<file path="src/rtl/bitstream_tx_scheduler_if.sv">
// Bundle between byte producers and the shared-serializer scheduler.
//
// Handshake: a byte of requester i moves on a rising clk edge where both
// req_valid[i] and req_ready[i] are 1. req_ready does not depend on
// req_valid, and a producer holds data/last stable while valid waits.
// ser_valid is a one-cycle load pulse with no back-pressure; ser_data holds
// its value between pulses.
interface bitstream_tx_scheduler_if #(
    parameter int NUM_REQ = 4,
    parameter int BYTE_W  = 8
);
    logic [NUM_REQ*BYTE_W-1:0] req_data;
    logic [NUM_REQ-1:0]        req_valid;
    logic [NUM_REQ-1:0]        req_last;
    logic [NUM_REQ-1:0]        req_ready;
    logic [BYTE_W-1:0]         ser_data;
    logic                      ser_valid;
    logic [NUM_REQ-1:0]        grant;
    logic                      frame_active;
    logic [15:0]               frame_count;
    logic [1:0]                dbg_state;

    modport master (
        output req_data, req_valid, req_last,
        input  req_ready, ser_data, ser_valid, grant, frame_active,
               frame_count, dbg_state
    );

    modport slave (
        input  req_data, req_valid, req_last,
        output req_ready, ser_data, ser_valid, grant, frame_active,
               frame_count, dbg_state
    );
endinterface

</file>
<file path="src/rtl/bitstream_tx_scheduler.sv">
// Round-robin, frame-locked scheduler feeding one byte serializer.
// A granted requester keeps the serializer until it hands over a byte
// marked last; loads are spaced BYTE_W+GAP cycles apart within a frame.
module bitstream_tx_scheduler #(
    parameter int NUM_REQ = 4,
    parameter int BYTE_W  = 8,
    parameter int GAP     = 0
) (
    input logic                     clk,
    input logic                     rst,
    bitstream_tx_scheduler_if.slave bus
);
    localparam int IDX_W = $clog2(NUM_REQ);
    localparam int SPAN  = BYTE_W + GAP;
    localparam int CNT_W = $clog2(SPAN + 1);
    // WAIT runs SPAN-1 cycles; together with the LOAD cycle that gives SPAN.
    localparam logic [CNT_W-1:0] CNT_LOAD = CNT_W'(SPAN - 2);

    typedef enum logic [1:0] {
        IDLE = 2'd0,
        LOAD = 2'd1,
        WAIT = 2'd2
    } state_t;

    state_t             state;
    logic [IDX_W-1:0]   ptr;
    logic [IDX_W-1:0]   grant_r;
    logic               locked;
    logic               last_r;
    logic [CNT_W-1:0]   cnt;
    logic [BYTE_W-1:0]  ser_data_r;
    logic               ser_valid_r;
    logic [15:0]        frame_count_r;

    logic [IDX_W:0]     rr_sum;
    logic [IDX_W-1:0]   rr_idx;
    logic [IDX_W-1:0]   sel_idx;
    logic               sel_found;
    logic [BYTE_W-1:0]  cur_data;
    logic               cur_valid;
    logic               cur_last;
    logic [NUM_REQ-1:0] ready_v;
    logic [NUM_REQ-1:0] grant_v;
    logic [IDX_W-1:0]   next_ptr;

    // Round-robin pick: first valid requester at or after ptr, wrapping.
    always_comb begin
        rr_sum    = '0;
        rr_idx    = '0;
        sel_idx   = '0;
        sel_found = 1'b0;
        for (int k = 0; k < NUM_REQ; k++) begin
            rr_sum = {1'b0, ptr} + (IDX_W+1)'(k);
            if (rr_sum >= (IDX_W+1)'(NUM_REQ)) begin
                rr_sum = rr_sum - (IDX_W+1)'(NUM_REQ);
            end
            rr_idx = rr_sum[IDX_W-1:0];
            if (!sel_found && bus.req_valid[rr_idx]) begin
                sel_found = 1'b1;
                sel_idx   = rr_idx;
            end
        end
    end

    // Owner mux and one-hot decodes of the current grant.
    always_comb begin
        cur_data  = '0;
        cur_valid = 1'b0;
        cur_last  = 1'b0;
        ready_v   = '0;
        grant_v   = '0;
        for (int i = 0; i < NUM_REQ; i++) begin
            if (grant_r == IDX_W'(i)) begin
                cur_data   = bus.req_data[i*BYTE_W +: BYTE_W];
                cur_valid  = bus.req_valid[i];
                cur_last   = bus.req_last[i];
                ready_v[i] = (state == LOAD);
                grant_v[i] = (state != IDLE);
            end
        end
    end

    assign next_ptr = (grant_r == IDX_W'(NUM_REQ - 1)) ? '0 : grant_r + 1'b1;

    // Main FSM: arbitration, byte loads, inter-byte spacing, frame counting.
    always_ff @(posedge clk or negedge rst) begin
        if (!rst) begin
            state         <= IDLE;
            ptr           <= '0;
            grant_r       <= '0;
            locked        <= 1'b0;
            last_r        <= 1'b0;
            cnt           <= '0;
            ser_data_r    <= '0;
            ser_valid_r   <= 1'b0;
            frame_count_r <= '0;
        end else begin
            ser_valid_r <= 1'b0;
            case (state)
                IDLE: begin
                    if (sel_found) begin
                        grant_r <= sel_idx;
                        locked  <= 1'b0;
                        state   <= LOAD;
                    end
                end
                LOAD: begin
                    if (cur_valid) begin
                        ser_data_r  <= cur_data;
                        ser_valid_r <= 1'b1;
                        last_r      <= cur_last;
                        locked      <= 1'b1;
                        cnt         <= CNT_LOAD;
                        state       <= WAIT;
                    end else if (!locked) begin
                        // Withdrawn before the first byte: ptr is left alone.
                        state <= IDLE;
                    end
                end
                WAIT: begin
                    if (cnt == '0) begin
                        if (last_r) begin
                            state         <= IDLE;
                            ptr           <= next_ptr;
                            frame_count_r <= frame_count_r + 16'd1;
                        end else begin
                            state <= LOAD;
                        end
                    end else begin
                        cnt <= cnt - 1'b1;
                    end
                end
                default: state <= IDLE;
            endcase
        end
    end

    assign bus.req_ready    = ready_v;
    assign bus.grant        = grant_v;
    assign bus.frame_active = (state != IDLE);
    assign bus.ser_data     = ser_data_r;
    assign bus.ser_valid    = ser_valid_r;
    assign bus.frame_count  = frame_count_r;
    assign bus.dbg_state    = state;
endmodule

</file>
<file path="src/flat_wrapper.sv">
// flat-port wrapper written by rule: the top's interface ports become plain ports
module bitstream_tx_scheduler_flat 
#(
    parameter int NUM_REQ = 4,
    parameter int BYTE_W  = 8,
    parameter int GAP     = 0
)
  (clk, rst, bus_req_data, bus_req_valid, bus_req_last, bus_req_ready, bus_ser_data, bus_ser_valid, bus_grant, bus_frame_active, bus_frame_count, bus_dbg_state);
  bitstream_tx_scheduler_if #(.NUM_REQ(NUM_REQ), .BYTE_W(BYTE_W)) bus_i ();
  input logic clk;
  input logic rst;
  input wire logic [$bits(bus_i.req_data)-1:0] bus_req_data;
  input wire logic [$bits(bus_i.req_valid)-1:0] bus_req_valid;
  input wire logic [$bits(bus_i.req_last)-1:0] bus_req_last;
  output wire logic [$bits(bus_i.req_ready)-1:0] bus_req_ready;
  output wire logic [$bits(bus_i.ser_data)-1:0] bus_ser_data;
  output wire logic [$bits(bus_i.ser_valid)-1:0] bus_ser_valid;
  output wire logic [$bits(bus_i.grant)-1:0] bus_grant;
  output wire logic [$bits(bus_i.frame_active)-1:0] bus_frame_active;
  output wire logic [$bits(bus_i.frame_count)-1:0] bus_frame_count;
  output wire logic [$bits(bus_i.dbg_state)-1:0] bus_dbg_state;
  assign bus_i.req_data = bus_req_data;
  assign bus_i.req_valid = bus_req_valid;
  assign bus_i.req_last = bus_req_last;
  assign bus_req_ready = bus_i.req_ready;
  assign bus_ser_data = bus_i.ser_data;
  assign bus_ser_valid = bus_i.ser_valid;
  assign bus_grant = bus_i.grant;
  assign bus_frame_active = bus_i.frame_active;
  assign bus_frame_count = bus_i.frame_count;
  assign bus_dbg_state = bus_i.dbg_state;
  bitstream_tx_scheduler #(.NUM_REQ(NUM_REQ), .BYTE_W(BYTE_W), .GAP(GAP)) u_core (.clk(clk), .rst(rst), .bus(bus_i));
endmodule
</file>
<file path="config.mk">
export PLATFORM = sky130hd
export DESIGN_NAME = bitstream_tx_scheduler_flat
export DESIGN_NICKNAME = d
export VERILOG_FILES = /design/src/rtl/bitstream_tx_scheduler_if.sv /design/src/rtl/bitstream_tx_scheduler.sv /design/src/flat_wrapper.sv
export SDC_FILE = /design/constraint.sdc
export NUM_CORES = 1
export LEC_CHECK = 0
export CAP_MARGIN = 15
export CORE_ASPECT_RATIO = 0.9
export CORE_MARGIN = 5
export CORE_UTILIZATION = 45
export DETAILED_ROUTE_END_ITERATION = 10
export PLACE_DENSITY_LB_ADDON = 0.25
export SYNTH_ARGS = -nofsm -noshare
export SYNTH_HDL_FRONTEND = slang
export SYNTH_SLANG_ARGS = --single-unit
export TNS_END_PERCENT = 100
</file>
<file path="constraint.sdc">
create_clock -name clk -period 2.7 [get_ports clk]
set_input_delay 0.405 -clock clk [delete_from_list [all_inputs] [get_ports clk]]
set_output_delay 0.405 -clock clk [all_outputs]
set_load 0.03 [all_outputs]
</file>
* After elaboration in Yosys (flattened, before gate mapping) *
Cells that the tools add are included.

storage, ports and cells
  flip-flop bits (word level) = 37

cells by class
  reductions and logical operators = 18
  muxes and demuxes = 55
  order comparisons = 8
  equal/unequal tests = 10
  add/subtract/negate cells = 10

operators by type and width
  cell                                                                           count
  8-bit 2-to-1 mux                                                               4
  1-bit 2-to-1 mux                                                               29
  2-bit 2-to-1 mux                                                               13
  16-bit by 1-bit adder with 16-bit output (second input constant)               1
  2-bit by 3-bit less-than comparator with 1-bit output (second input constant)  4
  3-bit AND reduction                                                            4
  3-bit >= comparator (second input constant)                                    3
  1-bit binary-select mux with 2-bit select                                      4
  4-bit 2-to-1 mux                                                               2
  4-bit one-hot mux with 2 select lines                                          1
  2-bit by 1-bit subtractor with 2-bit output (second input constant)            4
  2-bit by 2-bit adder with 3-bit output (second input constant)                 2
  2-bit == test (second input constant)                                          3
  2-bit by 1-bit inequality test with 1-bit output (second input constant)       3
  2-bit one-hot mux with 3 select lines                                          1
  2-bit nonzero test                                                             3
  2-bit by 1-bit == test with 1-bit output (second input constant)               2
  2-bit logical NOT                                                              2
  4-bit logical NOT                                                              1
  2-bit AND reduction                                                            2
  4-bit by 1-bit subtractor with 4-bit output (second input constant)            1
  2-bit by 1-bit adder with 3-bit output (second input constant)                 1
  2-bit by 3-bit >= comparator with 1-bit output (second input constant)         1
  1-bit logical AND                                                              3
  5 further kinds                                                                7

* Longest topological paths before layout *
  depth after elaboration = 16
  depth in mapped cells = 8
  depth with buffers taken out = 7

* Worst setup path after synthesis *
No wires, ideal clock.

  path kind = register to register
  start point = register u_core.grant_r[0]
  end point = register u_core.cnt[0]
  stages on the path, launching flop included = 7
  path buffers = 0
  slack = 840 ps
  data arrival time = 1,791 ps
  required time = 2,631 ps
  path through = dfrtp_1 > ha_1 > nand3b_1 > a221oi_2 > o21ai_2 > or4b_1 > nand3_1

between the ends
  longest elaborated chain between the ends = 7

RTL lines
  element                                                       RTL line                       text
  from (decl)                                                   bitstream_tx_scheduler.sv:27   logic [IDX_W-1:0] grant_r;
  from (signal assigned)                                        bitstream_tx_scheduler.sv:102  grant_r <= sel_idx;
  2-bit logical NOT                                             bitstream_tx_scheduler.sv:73   if (grant_r == IDX_W'(i)) begin
  1-bit 2-to-1 mux (3 in series)                                bitstream_tx_scheduler.sv:73
  1-bit 2-to-1 mux *                                            bitstream_tx_scheduler.sv:73
  2-bit by 1-bit inequality test with 1-bit output (no line) *  n/a
  3-bit AND reduction (no line) *                               n/a
  to (signal assigned)                                          bitstream_tx_scheduler.sv:130  cnt <= cnt - 1'b1;
  to (decl)                                                     bitstream_tx_scheduler.sv:30   logic [CNT_W-1:0] cnt;

Every way passes the cells marked *; elsewhere a longest branch is shown, timed or not.
A chain may end at the register's enable or synchronous reset.

* Worst setup path in the final report *
  start point = register u_core.grant_r[1]
  end point = output port bus_req_ready[1]

between the ends
  longest elaborated chain between the ends = 2

RTL lines
  element                                   RTL line                      text
  2-bit by 1-bit == test with 1-bit output  bitstream_tx_scheduler.sv:73
  1-bit 2-to-1 mux                          bitstream_tx_scheduler.sv:73
  to (decl)                                 flat_wrapper.sv:15            output wire logic [$bits(bus_i.req_ready)-1:0] bus_req_ready;

Every way passes these cells.

==> summary.md <==
| Metric | Value |
|---|---|
| Reg power frac | `28.1%` |
| Number of enable flip-flop cells after synthesis | `0` |
| Vias per cell | `approximately 5.2` |
| Sequential area share after synthesis | `between 40% and 50%` |
| Max IR drop VDD | `approximately 0.47 mV` |
| Top post-synthesis cells by area | `dfrtp_1 (43%), ha_1 (6.4%), nand2_1 (4.7%)` |
| Worst-path clk slew | `about 0.070 ns` |
| # DRC | `0` |
| Setup Fix Bufs, Post-CTS | `0` |
| Number of setup violations in the final report | `0` |
| Finished Cell Area | `about 3100 um^2` |
| Max-cap violations | `0` |
| Sequential cell area | `926 um^2` |
| I/O Buffers | `a little under 80` |
| Min-delay worst type | `in2async` |
| # diodes | `0` |
| Count of pins over their slew limit | `0` |
| Final Net Count | `359` |
| Startpoint class of the critical path | `flop` |
| Area Growth Syn to Fin | `45.0%` |
| CTS root buf | `clkbuf_8` |
| Status | `finished, final reports clean` |
| Final min period | `around 2.5 ns` |
| M1 WL | `about 2300 um` |
| Vias in the first global route | `1901` |
| Critical-path cell list | `inv_1, ha_1, and2_1, clkdlybuf4s50_1` |
| Number of synthesized register bits | `37` |
| Routed Antenna Nets | `0` |
| Prevailing post-synth register cell | `dfrtp_1` |
| Cell at the slowest stage of the critical path | `clkdlybuf4s50_1` |
| Post-Syn Nets | `roughly 280` |
| Multi-input gate area | `1130 um^2` |
| Internal power | `1.62 mW` |
| CTS max path bufs | `2` |
| Largest area contributor in the netlist | `dfrtp_1` |
| Core box area | `between 4000 and 5000 um^2` |
| DR WL/cell | `approximately 14 um` |
| Met2 wire len | `about 2400 um` |
| Mapped Cells | `229` |
| Count of cell types in the netlist | `35` |
| Critical Path RT | `between 2 and 2.5 ns` |
| Synth top area share | `between 40% and 50%` |
| CP max FO | `14` |
| Clock tree sinks | `37` |
| Synth Warn # | `0` |
| Post-detail-place hpwl | `4000 um` |
| Final worst-path cycle share | `a little over nine tenths` |
| Ys async rst share | `between 90% and 100%` |
| Total gr overflow | `0` |
| Initial Util | `between 40 and 50%` |
| Comb power frac | `51.0%` |
| Resize count post-CTS | `0` |
| Max stage delay on crit path | `roughly 0.67 ns` |
| Max frequency | `just under 400 MHz` |
| CTS Hold Bufs | `0` |
| Crit path max-delay family | `buffers and inverters` |
| Layout cells sized above 1 | `5.54%` |
| Clk_skew | `0.00448 ns` |
| Clk pwr share | `20.9%` |
| Power density over the cells | `a little under 900 nW/um^2` |
| Gpl congestion | `roughly 0.85` |
| Synthesized cell area | `approximately 2100 um^2` |
| Final wirelength | `approximately 5300 um` |
| Final Hold Fails | `0` |
| Slew @ Worst Pin | `approximately 0.82 ns` |
| Top-count cell post-synth | `dfrtp_1` |
| Latest clock arrival within the worst-skew pair | `approximately 0.28 ns` |
| Setup TNS Final | `0 ns` |
| Leakage | `between 1 and 1.5 nW` |
| Highest metal used | `met4` |
| Worst path bufs/invs | `2` |
| DP Area | `between 2000 and 3000 um^2` |
| # H-tree levels | `2` |
| Io pins | `between 70 and 80` |
| Iter 0 DRT Violations | `~110` |
| Mean Syn Cell Area | `9.33 um^2` |
| Critical Path Sink Type | `output port` |
| Synth cell count leaders | `dfrtp_1 (37), nand2_1 (27), o21ai_0 (17), nor2b_1 (14), a21oi_1 (13)` |
| Die W | `82.6 um` |
| Via Count | `roughly 1900` |
| Relative slew margins | `45.2%` |
| Unrepaired setup endpoints after global routing | `false` |
| Largest net degree at the start of global routing | `38` |
| TritonCTS Buffers | `5` |
| CP Data Arrival Time | `about 2.1 ns` |
| DR pass1 iterations | `4` |
| Global-route wire length before repair | `8610 um` |
| Fillers | `just under 400` |
| Die Y | `around 75 um` |
| GRT Resource Usage Total | `18.1%` |
| Setup Crit Path Kind | `reg2out` |
| Net Sw Power | `~1.1 mW` |
| FP Rows | `23` |
| Net switching fraction of the power | `roughly 40%` |
| Metal3 WL | `502 um` |
| Die area | `a little over 6000 um^2` |
| Antenna violations before repair | `0` |
| CTS tree | `done` |
power by group through the flow:
| stage | Clock, mW | Combinational [mW] | Sequential (mW) |
|---|---|---|---|
| 2_1_floorplan | 0 | 0.785 | 0.878 |
| 3_3_place_gp | 0 | 1.36 | 0.761 |
| 3_5_place_dp | 0 | 1.39 | 0.766 |
| 4_1_cts | 0.572 | 1.39 | 0.758 |
| 5_1_grt | 0.592 | 1.51 | 0.779 |
| 6_report | 0.564 | 1.38 | 0.758 |
through the flow:
stage	utilization (%)	total power [mW]	setup WS [ns]	cells	hold WS, ns
after floorplan	-	1.66	0.840	229	0.109
after global placement	65.6	2.12	0.471	361	0.457
after detailed placement	65.6	2.15	0.336	361	0.473
after CTS	68.6	2.72	0.121	369	0.239
after global routing	68.6	2.88	0.0538	369	0.288
final	68.6	2.70	0.160	369	0.213
final timing paths:
| path | startpoint | end | slack (ns) | cells after the start |
|---|---|---|---|---|
| setup / recovery | u_core.grant_r[1] | bus_req_ready[1] | 0.16 | 4 |
| hold / removal | rst | u_core.bus.frame_count[0] | 0.21 | 1 |
| setup reg to reg | u_core.grant_r[1] | u_core.cnt[0] | 0.34 | 7 |
| hold reg to reg | u_core.bus.frame_count[15] | u_core.bus.frame_count[15] | 0.48 | 1 |
| max in group asynchronous | rst | u_core.bus.ser_valid | 1.97 | 1 |
| min in group clk | u_core.bus.frame_count[15] | u_core.bus.frame_count[15] | 0.48 | 1 |
worst register-to-register path, stage by stage, from the launching register on:
cell,delay (ns)
dfrtp_1,0.41
inv_1,0.10
ha_1,0.46
a21oi_1,0.16
a221oi_2,0.41
o21ai_2,0.19
or4b_1,0.48
nand3_1,0.09
area by class of cell:
cell class | instances | area share (%)
clock buffers | 5 | 2.22
flip-flops and latches | 37 | 29.9
well taps | 62 | 2.50
multi-input cells | 171 | 36.5
clock inverters | 3 | 2.10
repair buffers | 80 | 25.4
inverters | 11 | 1.33
placed cells by master, fill, tap and decap left out, types with 4 or more instances in the layout:
| cell | n |
|---|---|
| nand2b_1 | 4 |
| clkbuf_8 | 5 |
| a21oi_1 | 13 |
| o21ai_0 | 16 |
| nor2b_1 | 14 |
| xor2_1 | 5 |
| dfrtp_1 | 37 |
| nor3_1 | 10 |
| inv_1 | 11 |
| xnor2_1 | 10 |
| ha_1 | 11 |
| and4_1 | 4 |
| a221oi_1 | 9 |
| nor2_1 | 4 |
| clkdlybuf4s50_1 | 76 |
| nand3_1 | 9 |
| and2_1 | 5 |
| nand2_1 | 27 |
per-layer routing:
metal  vias up  track usage (%)
li1        961                -
met2        60             30.2
met5         -                0
met4         0             3.81
met1       901             22.3
met3         2             7.45
kinds of logic after synthesis:
kind of cell             count (synthesis)  share of synthesized area, %
adder cells (fa/ha/maj)                 11                          6.44
AO/OA/AOI/OAI                           50                          15.4
multiplexers                             4                          1.99
flip-flops                              37                          43.3
XOR/XNOR                                15                          6.15
buffers and inverters                   21                          3.69
AND/OR/NAND/NOR                         91                          23.0
state kept, by name, summed over array words and instances, names as in the netlist:
name	cells
u_core.grant_r	2
u_core.bus.frame_count	16
u_core.locked	1
u_core.cnt	4
u_core.last_r	1
u_core.bus.dbg_state	2
u_core.ptr	2
u_core.bus.ser_data	8
u_core.bus.ser_valid	1
No activity file was read; power rests on OpenSTA's default activity.
